<file path="config.mk">
export PLATFORM = sky130hd
export DESIGN_NAME = branch_resolve_queue
export DESIGN_NICKNAME = d
export VERILOG_FILES = /design/src/rtl/branch_resolve_queue.sv
export SDC_FILE = /design/constraint.sdc
export NUM_CORES = 1
export LEC_CHECK = 0
export ABC_AREA = 1
export BUFFER_PORTS_ARGS = -buffer_cell sky130_fd_sc_hd__buf_2
export CAP_MARGIN = 20
export CORE_ASPECT_RATIO = 0.7
export CORE_UTILIZATION = 55
export CTS_CLUSTER_SIZE = 28
export DETAILED_ROUTE_END_ITERATION = 8
export PLACE_DENSITY = 0.77
export SYNTH_ARGS = -nofsm -noshare
export SYNTH_HDL_FRONTEND = slang
export SYNTH_SLANG_ARGS = --single-unit
</file>
<file path="constraint.sdc">
create_clock -name clk -period 5.6 [get_ports clk]
set_input_delay 0.56 -clock clk [delete_from_list [all_inputs] [get_ports clk]]
set_output_delay 0.56 -clock clk [all_outputs]
set_load 0.01 [all_outputs]
</file>
<file path="src/rtl/branch_resolve_queue.sv">
// branch_resolve_queue: FIFO of predicted branches resolved in order; emits predictor updates and mispredict flushes.
// Ports: clk, rst (async, active-high); push/push_tag/push_pred enqueue a prediction;
// res_valid/res_taken resolve the oldest entry; upd_we/upd_tag/upd_t/mispredict are registered
// one cycle after resolution; full/empty/count report occupancy; err is a sticky protocol flag.
// Optional macro BRQ_STATS_EN adds saturating stat_resolved/stat_mispred counters.
module branch_resolve_queue #(
  parameter int TAG_LEN = 10,
  parameter int DEPTH = 4
) (
  input  logic clk,
  input  logic rst,
  input  logic push,
  input  logic [TAG_LEN-1:0] push_tag,
  input  logic push_pred,
  input  logic res_valid,
  input  logic res_taken,
  output logic upd_we,
  output logic [TAG_LEN-1:0] upd_tag,
  output logic upd_t,
  output logic mispredict,
  output logic full,
  output logic empty,
  output logic [$clog2(DEPTH):0] count,
  output logic err
`ifdef BRQ_STATS_EN
  ,
  output logic [15:0] stat_resolved,
  output logic [15:0] stat_mispred
`endif
);
  localparam int AW = $clog2(DEPTH);
  logic [TAG_LEN-1:0] tag_mem [DEPTH];
  logic [DEPTH-1:0] pred_mem;
  logic [AW-1:0] head, tail;
  logic push_ok, res_ok, mis, wr;
  assign full = count == (AW+1)'(DEPTH);
  assign empty = count == '0;
  assign push_ok = push && !full;
  assign res_ok = res_valid && !empty;
  assign mis = res_ok && (res_taken != pred_mem[head]);
  // a flush wins over a same-cycle push: the younger branch is on the wrong path
  assign wr = push_ok && !mis;
  always_ff @(posedge clk) begin
    if (wr) begin
      tag_mem[tail] <= push_tag;
      pred_mem[tail] <= push_pred;
    end
  end
  always_ff @(posedge clk or posedge rst) begin
    if (rst) begin
      head <= '0;
      tail <= '0;
      count <= '0;
      upd_we <= 1'b0;
      upd_tag <= '0;
      upd_t <= 1'b0;
      mispredict <= 1'b0;
      err <= 1'b0;
    end else begin
      upd_we <= res_ok;
      mispredict <= mis;
      if (res_ok) begin
        upd_tag <= tag_mem[head];
        upd_t <= res_taken;
      end
      if ((push && full) || (res_valid && empty)) err <= 1'b1;
      if (mis) begin
        head <= tail;
        count <= '0;
      end else begin
        if (res_ok) head <= head + AW'(1);
        if (push_ok) tail <= tail + AW'(1);
        count <= count + (AW+1)'(push_ok) - (AW+1)'(res_ok);
      end
    end
  end
`ifdef BRQ_STATS_EN
  always_ff @(posedge clk or posedge rst) begin
    if (rst) begin
      stat_resolved <= '0;
      stat_mispred <= '0;
    end else begin
      if (upd_we && stat_resolved != 16'hFFFF) stat_resolved <= stat_resolved + 16'd1;
      if (mispredict && stat_mispred != 16'hFFFF) stat_mispred <= stat_mispred + 16'd1;
    end
  end
`endif
endmodule

</file>
==> flow_summary_export.csv, run 1 <==
group,metric,value,unit
floorplan,floorplan.io_pins,35,
logic_synthesis,synth_warnings,0,
timing,clock.fmax,344,MHz
timing,period_needed,2.90,ns
layout,finish.cell_count_without_fillers,337,
logic_synthesis,synth_area_per_cell,11.8,um^2
timing,final_hold_viol_count,0,
layout,final_cell_area,3090,um^2
power,leakage,1.27,nW
clocking,cts.reportedPaths.clkPinSlew,0.07,ns
power,cellPowerDensity,536,nW/um^2
layout,multi_input_area,714,um^2
clocking,cts_repair_resize_count,0,
clocking,cts.sinks,65,
grt,grt_overflow,0,
clocking,htree_levels,3,
grt,number_of_antenna_violations_at_the_first_check_in_global_routing,0,
timing,worst_clock_skew,0.00774,ns
timing,timing.max_slew.rel_slack,35.8,%
critical_path,cp_max_fo,26,
placement,dp_hpwl,3.22,mm
routing,drc_errors,0,
clocking,cts_tree,"yes",
hold_path,hold_path_class,"input pin to asynchronous set/reset pin",
logic_synthesis,synth_cell_type_count,27,
layout,fill_cells,347,
placement,port_buffers,34,
placement,place_congestion,0.742,
floorplan,core_area,4530,um^2
timing,timing_worst_slew_pin_value,0.959,ns
logic_synthesis,postSynthCellCount,230,
logic_synthesis,yosys_register_bits,65,
clocking,clk-insertion-delay-late,0.33,ns
flow_run,drv.max_cap_violation_count,0,
grt,grt_pass1_vias,1578,
logic_synthesis,syn_nets,253,
layout,core_util_final,68.2,%
layout,post_route_cells_drive_above_1_share,22.1,%
timing,report.final.slew_viol_count,0,
critical_path,worstRegToRegCells,8,
routing,wl_per_cell,14.1,um
critical_path,crit_path_end_kind,"flop",
outcome,run_status,"complete, no violations",
routing,antenna_violating_nets_post_route,0,
critical_path,startpoint_type,"flop",
grt,grt_pass1_wl,7.64,mm
routing,drt_wl_total,4.75,mm
logic_synthesis,yosysSeqAreaShare,68.3,%
timing,grt_setup_unrepaired,"no",
placement,post-place-cells,321,
logic_synthesis,post_synth_instance_area,2700,um^2
routing,first_pass_iters,4,
critical_path,worst-setup-path-type,"flop to flop",
floorplan,floorplan.die.height,60.7,um
timing,final.setup.tns,0,ns
routing,dr.max_layer_used,"met4",
layout,nets_finish,289,
floorplan,die-area,5200,um^2
layout,area.growth.synth_to_final,14.4,%
clocking,root_buffer,"clkbuf_8",
critical_path,cp_data_required_time,5.55,ns
timing,final.period_utilization,51.8,%
clocking,cts_post_setup_buffers_inserted,0,
floorplan,die_w,85.8,um
power,totalPowerFinal,0.00166,W
clocking,post_cts_hold_buffer_count,0,
grt,grt_start_max_net_pins,28,
clocking,cts_max_path_buffers,2,
routing,wl_met3,261,um
routing,detailroute.wirelength.met2,2.24,mm
critical_path,critical_path_arrival,2.85,ns
grt,globalRouteTotalUtil,21.2,%
layout,antenna_cells,0,
clocking,cts_inserted_buffers,9,
floorplan,floorplan.rows,20,
power,max-vdd-ir-drop,0.260,mV
routing,drt_iter0_drc,109,
floorplan,initial_core_util,59.7,%
timing,finalSetupViolations,0,
placement,postPlaceCellArea,2900,um^2
layout,register_area,1850,um^2
routing,vias,1682,
routing,vias_per_cell,4.99,
routing,m1WireLength,2.21,mm
## flip-flops by register name, indices dropped and copies added (netlist names)
register	count
tail	2
head	2
err	1
count	3
tag_mem	40
pred_mem	4
upd_t	1
mispredict	1
upd_we	1
upd_tag	10
## cells in the final DEF, fill, tap and decap left out, types with 6 or more instances in the layout
cell type  instances
a31oi_1           10
inv_1             20
nor2_1            54
ha_1               6
nand3_1            7
o21ai_0           20
edfxtp_1          44
clkbuf_8           9
dfrtp_1           21
buf_2             34
nand2_1           22
## final cells by class
cell class / count / area share [%]
clock inverters: 7 / 2.31
flip-flops and latches: 65 / 59.8
well taps: 66 / 2.67
repair buffers: 34 / 5.51
inverters: 21 / 2.63
multi-input cells: 135 / 23.1
clock buffers: 9 / 4.01
## final timing paths
check                            start            end  slack, ns
min reg2reg                        err            err       0.48
max                            head[0]    pred_mem[0]       2.70
min                                rst       count[2]       0.39
max reg2reg                    head[0]    pred_mem[0]       2.70
min in group clk           push_tag[6]  tag_mem[1][6]       0.45
max in group asynchronous          rst     upd_tag[9]       4.69
## kinds of logic after synthesis
family                   Yosys count  synth area share (%)
adder cells (fa/ha/maj)            7                  3.52
flip-flops                        65                  68.3
AND/OR/NAND/NOR                   95                  16.1
XOR/XNOR                           2                 0.648
buffers and inverters             30                  5.23
AO/OA/AOI/OAI                     31                  6.20
## worst max-delay path: stages, from the launching register on
cell and delay, ns:
dfrtp_1 0.91, inv_4 0.23, nand2_1 0.11, nand3_1 0.10
nand2_1 0.13, nand2_2 0.09, nand3_4 0.12, nand2_4 0.09
nor2_1 0.74
## synth_stat cells (all sizes together)
cell	instances	area, um^2
buf	6	48.8
a31oi	10	62.6
nor3b	1	7.51
ha	6	75.1
nand4	1	6.26
fa	1	20.0
dfrtp	21	526
xor2	1	8.76
clkbuf	3	11.3
nand3b	1	7.51
o21ai	21	105
nor2	57	231
or2	1	8.76
xnor2	1	8.76
edfxtp	44	1320
nand2	24	100
inv	21	81.3
nand3	10	72.6
## through the flow
step / hold slack [ns] / setup slack [ns]
after floorplan: 0.495 / 3.30
after global placement: 0.453 / 2.84
after detailed placement: 0.463 / 2.71
after CTS: 0.415 / 2.69
after global routing: 0.432 / 2.37
final: 0.393 / 2.70
## where the power goes
part	leakage, nW	internal, W	switching (W)
clock network	0.0912	0.000204	0.000174
registers	0.643	0.000648	0.000102
logic	0.537	0.000198	0.000331
total	1.27	0.00105	0.000606
## per-layer routing
layer  vias up  GRT usage, %
li1        841             -
met4         0          8.10
met1       788          27.1
met5         -             0
met2        49          35.4
met3         4          6.26
(Power assumes the default switching activity.)
==> inputs of run 2 (changes only) <==
--- a/config.mk
+++ b/config.mk
@@ -5,14 +5,14 @@
 export SDC_FILE = /design/constraint.sdc
 export NUM_CORES = 1
 export LEC_CHECK = 0
-export ABC_AREA = 1
+export ABC_AREA = 0
 export BUFFER_PORTS_ARGS = -buffer_cell sky130_fd_sc_hd__buf_2
 export CAP_MARGIN = 20
 export CORE_ASPECT_RATIO = 0.7
 export CORE_UTILIZATION = 55
 export CTS_CLUSTER_SIZE = 28
 export DETAILED_ROUTE_END_ITERATION = 8
-export PLACE_DENSITY = 0.77
+export PLACE_DENSITY = 0.78
 export SYNTH_ARGS = -nofsm -noshare
 export SYNTH_HDL_FRONTEND = slang
 export SYNTH_SLANG_ARGS = --single-unit
==> constraint.sdc (replaced) <==
create_clock -name clk -period 2.7 [get_ports clk]
set_input_delay 0.27 -clock clk [delete_from_list [all_inputs] [get_ports clk]]
set_output_delay 0.27 -clock clk [all_outputs]
set_load 0.01 [all_outputs]
==> run 2 against run 1 <==
  * The run now ends with design-rule violations left
  * Critical path type unchanged
  * Count of clock-buffer cells in the layout is 3 higher
  * Worst setup slack lost 2.4 ns
  * Largest cell class unchanged
  * Register-to-register slack lost 2.4 ns
  * Critical endpoint is now count[2]
  * Sequential share of layout area rose by 0.51 points
==> flow_summary_export.csv, run 2 <==
group,metric,value,unit
logic_synthesis,synth_top_area_share,50.9,%
clocking,cts_repair_resize_count,0,
grt,grt_pass1_vias,1410,
routing,wl_met3,246,um
power,leakage,1.22,nW
logic_synthesis,yosysMostFrequentCell,"edfxtp_1",
timing,final.period_utilization,89.5,%
placement,dp_hpwl,2.99,mm
logic_synthesis,dominantRegCellSynth,"edfxtp_1",
critical_path,cp_data_required_time,2.93,ns
logic_synthesis,synth.mux.area_fraction,15.6,%
layout,most_common_cell_after_layout_fill_and_taps_aside,"edfxtp_1",
floorplan,die_w,84.1,um
clocking,root_buffer,"clkbuf_8",
floorplan,floorplan.io_pins,35,
routing,drt_wl_total,4.57,mm
floorplan,initial_core_util,58.6,%
logic_synthesis,synth-compound-area-share,2.46,%
clocking,cts_max_path_buffers,2,
logic_synthesis,synthAdderAreaFrac,3.66,%
clocking,clk-insertion-delay-late,0.34,ns
layout,most-common-layout-cells,"edfxtp_1 (44), buf_2 (34), dfrtp_1 (21)",
clocking,cts_tree,"yes",
logic_synthesis,synthTopCellsByArea,"edfxtp_1 (51%), dfrtp_1 (20%), mux4_2 (8.7%)",
hold_path,hold_path_class,"input pin to asynchronous set/reset pin",
logic_synthesis,yosysSeqAreaShare,71.1,%
outcome,run_status,"finished, violations left",
timing,grt_setup_unrepaired,"no",
floorplan,core_area,4430,um^2
clocking,cts_post_setup_buffers_inserted,0,
layout,core_util_final,69.2,%
floorplan,floorplan.die.height,59.5,um
critical_path,crit_path_end_kind,"flop",
timing,finalSetupViolations,0,
routing,drt_iter0_drc,129,
grt,grt_start_max_net_pins,22,
layout,area.growth.synth_to_final,18.0,%
logic_synthesis,postSynthCellCount,139,
layout,reg.largest.list,"tag_mem: 40 flops, upd_tag: 10 flops, pred_mem: 4 flops",
critical_path,startpoint_type,"flop",
floorplan,floorplan.rows,20,
grt,grt_overflow,0,
clocking,post_cts_hold_buffer_count,0,
logic_synthesis,synth_cell_type_count,30,
logic_synthesis,commonest_cells_in_the_synthesized_netlist,"edfxtp_1 (44), dfrtp_1 (21), mux2_2 (11), mux4_2 (10), ha_1 (6)",
logic_synthesis,synth_warnings,0,
timing,worst_clock_skew,0.00987,ns
clocking,cts_inserted_buffers,9,
power,cellPowerDensity,1120,nW/um^2
routing,wl_per_cell,18.4,um
routing,dr.max_layer_used,"met4",
floorplan,die-area,5010,um^2
critical_path,reg2reg_from,"count[1]",
layout,fill_cells,313,
outcome,failed_checks,"design-rule violations",
flow_run,drv.max_cap_violation_count,0,
critical_path,critical_path_arrival,2.64,ns
logic_synthesis,post_synth_instance_area,2600,um^2
routing,first_pass_iters,6,
routing,drc_errors,7,
timing,period_needed,2.42,ns
routing,vias,1340,
logic_synthesis,async_flop_share,32.3,%
critical_path,cp_max_fo,6,
power,max-vdd-ir-drop,0.521,mV
logic_synthesis,syn_nets,162,
grt,grt_pass1_wl,7.21,mm
critical_path,worst-setup-path-type,"flop to flop",
layout,post_route_cells_drive_above_1_share,42.0,%
critical_path,worstRegToRegCells,11,
placement,place_congestion,0.761,
timing,final_hold_viol_count,0,
logic_synthesis,post-synth-top-area-cell,"edfxtp_1",
logic_synthesis,synth_area_per_cell,18.7,um^2
timing,final.setup.tns,0,ns
clocking,cts.sinks,65,
logic_synthesis,yosys_register_bits,65,
timing,clock.fmax,414,MHz
layout,antenna_cells,0,
routing,antenna_violating_nets_post_route,0,
layout,multi_input_area,707,um^2
layout,nets_finish,211,
logic_synthesis,synth_top_family_by_area,"multiplexers",
routing,vias_per_cell,5.40,
layout,register_area,1850,um^2
grt,number_of_antenna_violations_at_the_first_check_in_global_routing,0,
routing,detailroute.wirelength.met2,2.28,mm
grt,globalRouteTotalUtil,21.2,%
timing,timing_worst_slew_pin_value,0.855,ns
critical_path,r2r_setup_slack,0.28,ns
logic_synthesis,synth-xor-area-share,1.01,%
critical_path,reg2reg_to,"count[2]",
placement,port_buffers,34,
clocking,htree_levels,3,
logic_synthesis,synthSimpleGateAreaFrac,4.48,%
clocking,cts.reportedPaths.clkPinSlew,0.07,ns
timing,timing.max_slew.rel_slack,43.0,%
timing,report.final.slew_viol_count,0,
routing,m1WireLength,1.97,mm
layout,largest_register,"tag_mem",
layout,number_of_flip_flops_under_the_largest_register_name,40,
logic_synthesis,number_of_enable_flip_flop_cells_after_synthesis,44,
==> run 2: area by class of cell <==
type | count | share of cell area (%)
flip-flops and latches | 65 | 60.3
multi-input cells | 64 | 23.1
repair buffers | 42 | 7.51
clock buffers | 12 | 4.74
well taps | 55 | 2.25
clock inverters | 4 | 1.43
inverters | 6 | 0.735
==> run 2: where the power goes <==
part	leakage (nW)	internal, W	switching, W	total (W)
logic	0.473	0.000565	0.000557	0.00112
registers	0.649	0.00136	0.000150	0.00151
clock network	0.0978	0.000446	0.000343	0.000789
total	1.22	0.00237	0.00105	0.00342
==> run 2: worst max-delay path by stage <==
stage | from | endpoint | slack (ns) | cells past startpoint
after floorplan | count[1] | count[2] | 0.13 | 12
after global placement | count[1] | count[2] | 0.46 | 11
after detailed placement | count[1] | count[2] | 0.27 | 11
after CTS | count[1] | count[2] | 0.25 | 11
after global routing | count[1] | count[2] | 0.12 | 10
final | count[1] | count[2] | 0.28 | 11
==> run 2: stage by stage <==
step	setup WS (ns)	cells	total power (W)	hold WS (ns)	cell area [um^2]
after floorplan	0.132	139	0.00227	0.247	2600
after global placement	0.462	232	0.00259	0.473	2880
after detailed placement	0.274	232	0.00266	0.462	2880
after CTS	0.252	248	0.00346	0.116	3060
after global routing	0.123	248	0.00362	0.135	3060
final	0.283	248	0.00342	0.101	3060
==> run 2: cells by family after synthesis <==
family          Yosys count
compound gates            7
xor+xnor                  3
fa+ha+maj                 7
buf+inv                  10
flops                    65
mux                      26
simple gates             21
==> run 2: worst max-delay path, stage by stage, from the launching register on <==
cell	delay [ns]
dfrtp_1	0.47
nor3_2	0.27
nand2b_2	0.23
inv_2	0.05
ha_1	0.29
inv_1	0.06
ha_1	0.13
inv_1	0.05
fa_1	0.38
xor2_1	0.18
xnor2_1	0.14
nor2_1	0.06
==> run 2: metal layers <==
metal  vias up  global-route usage [%]
li1        623                       -
met2        37                    35.1
met4         0                    10.1
met3         5                    8.08
met1       675                    25.2
met5         -                       0
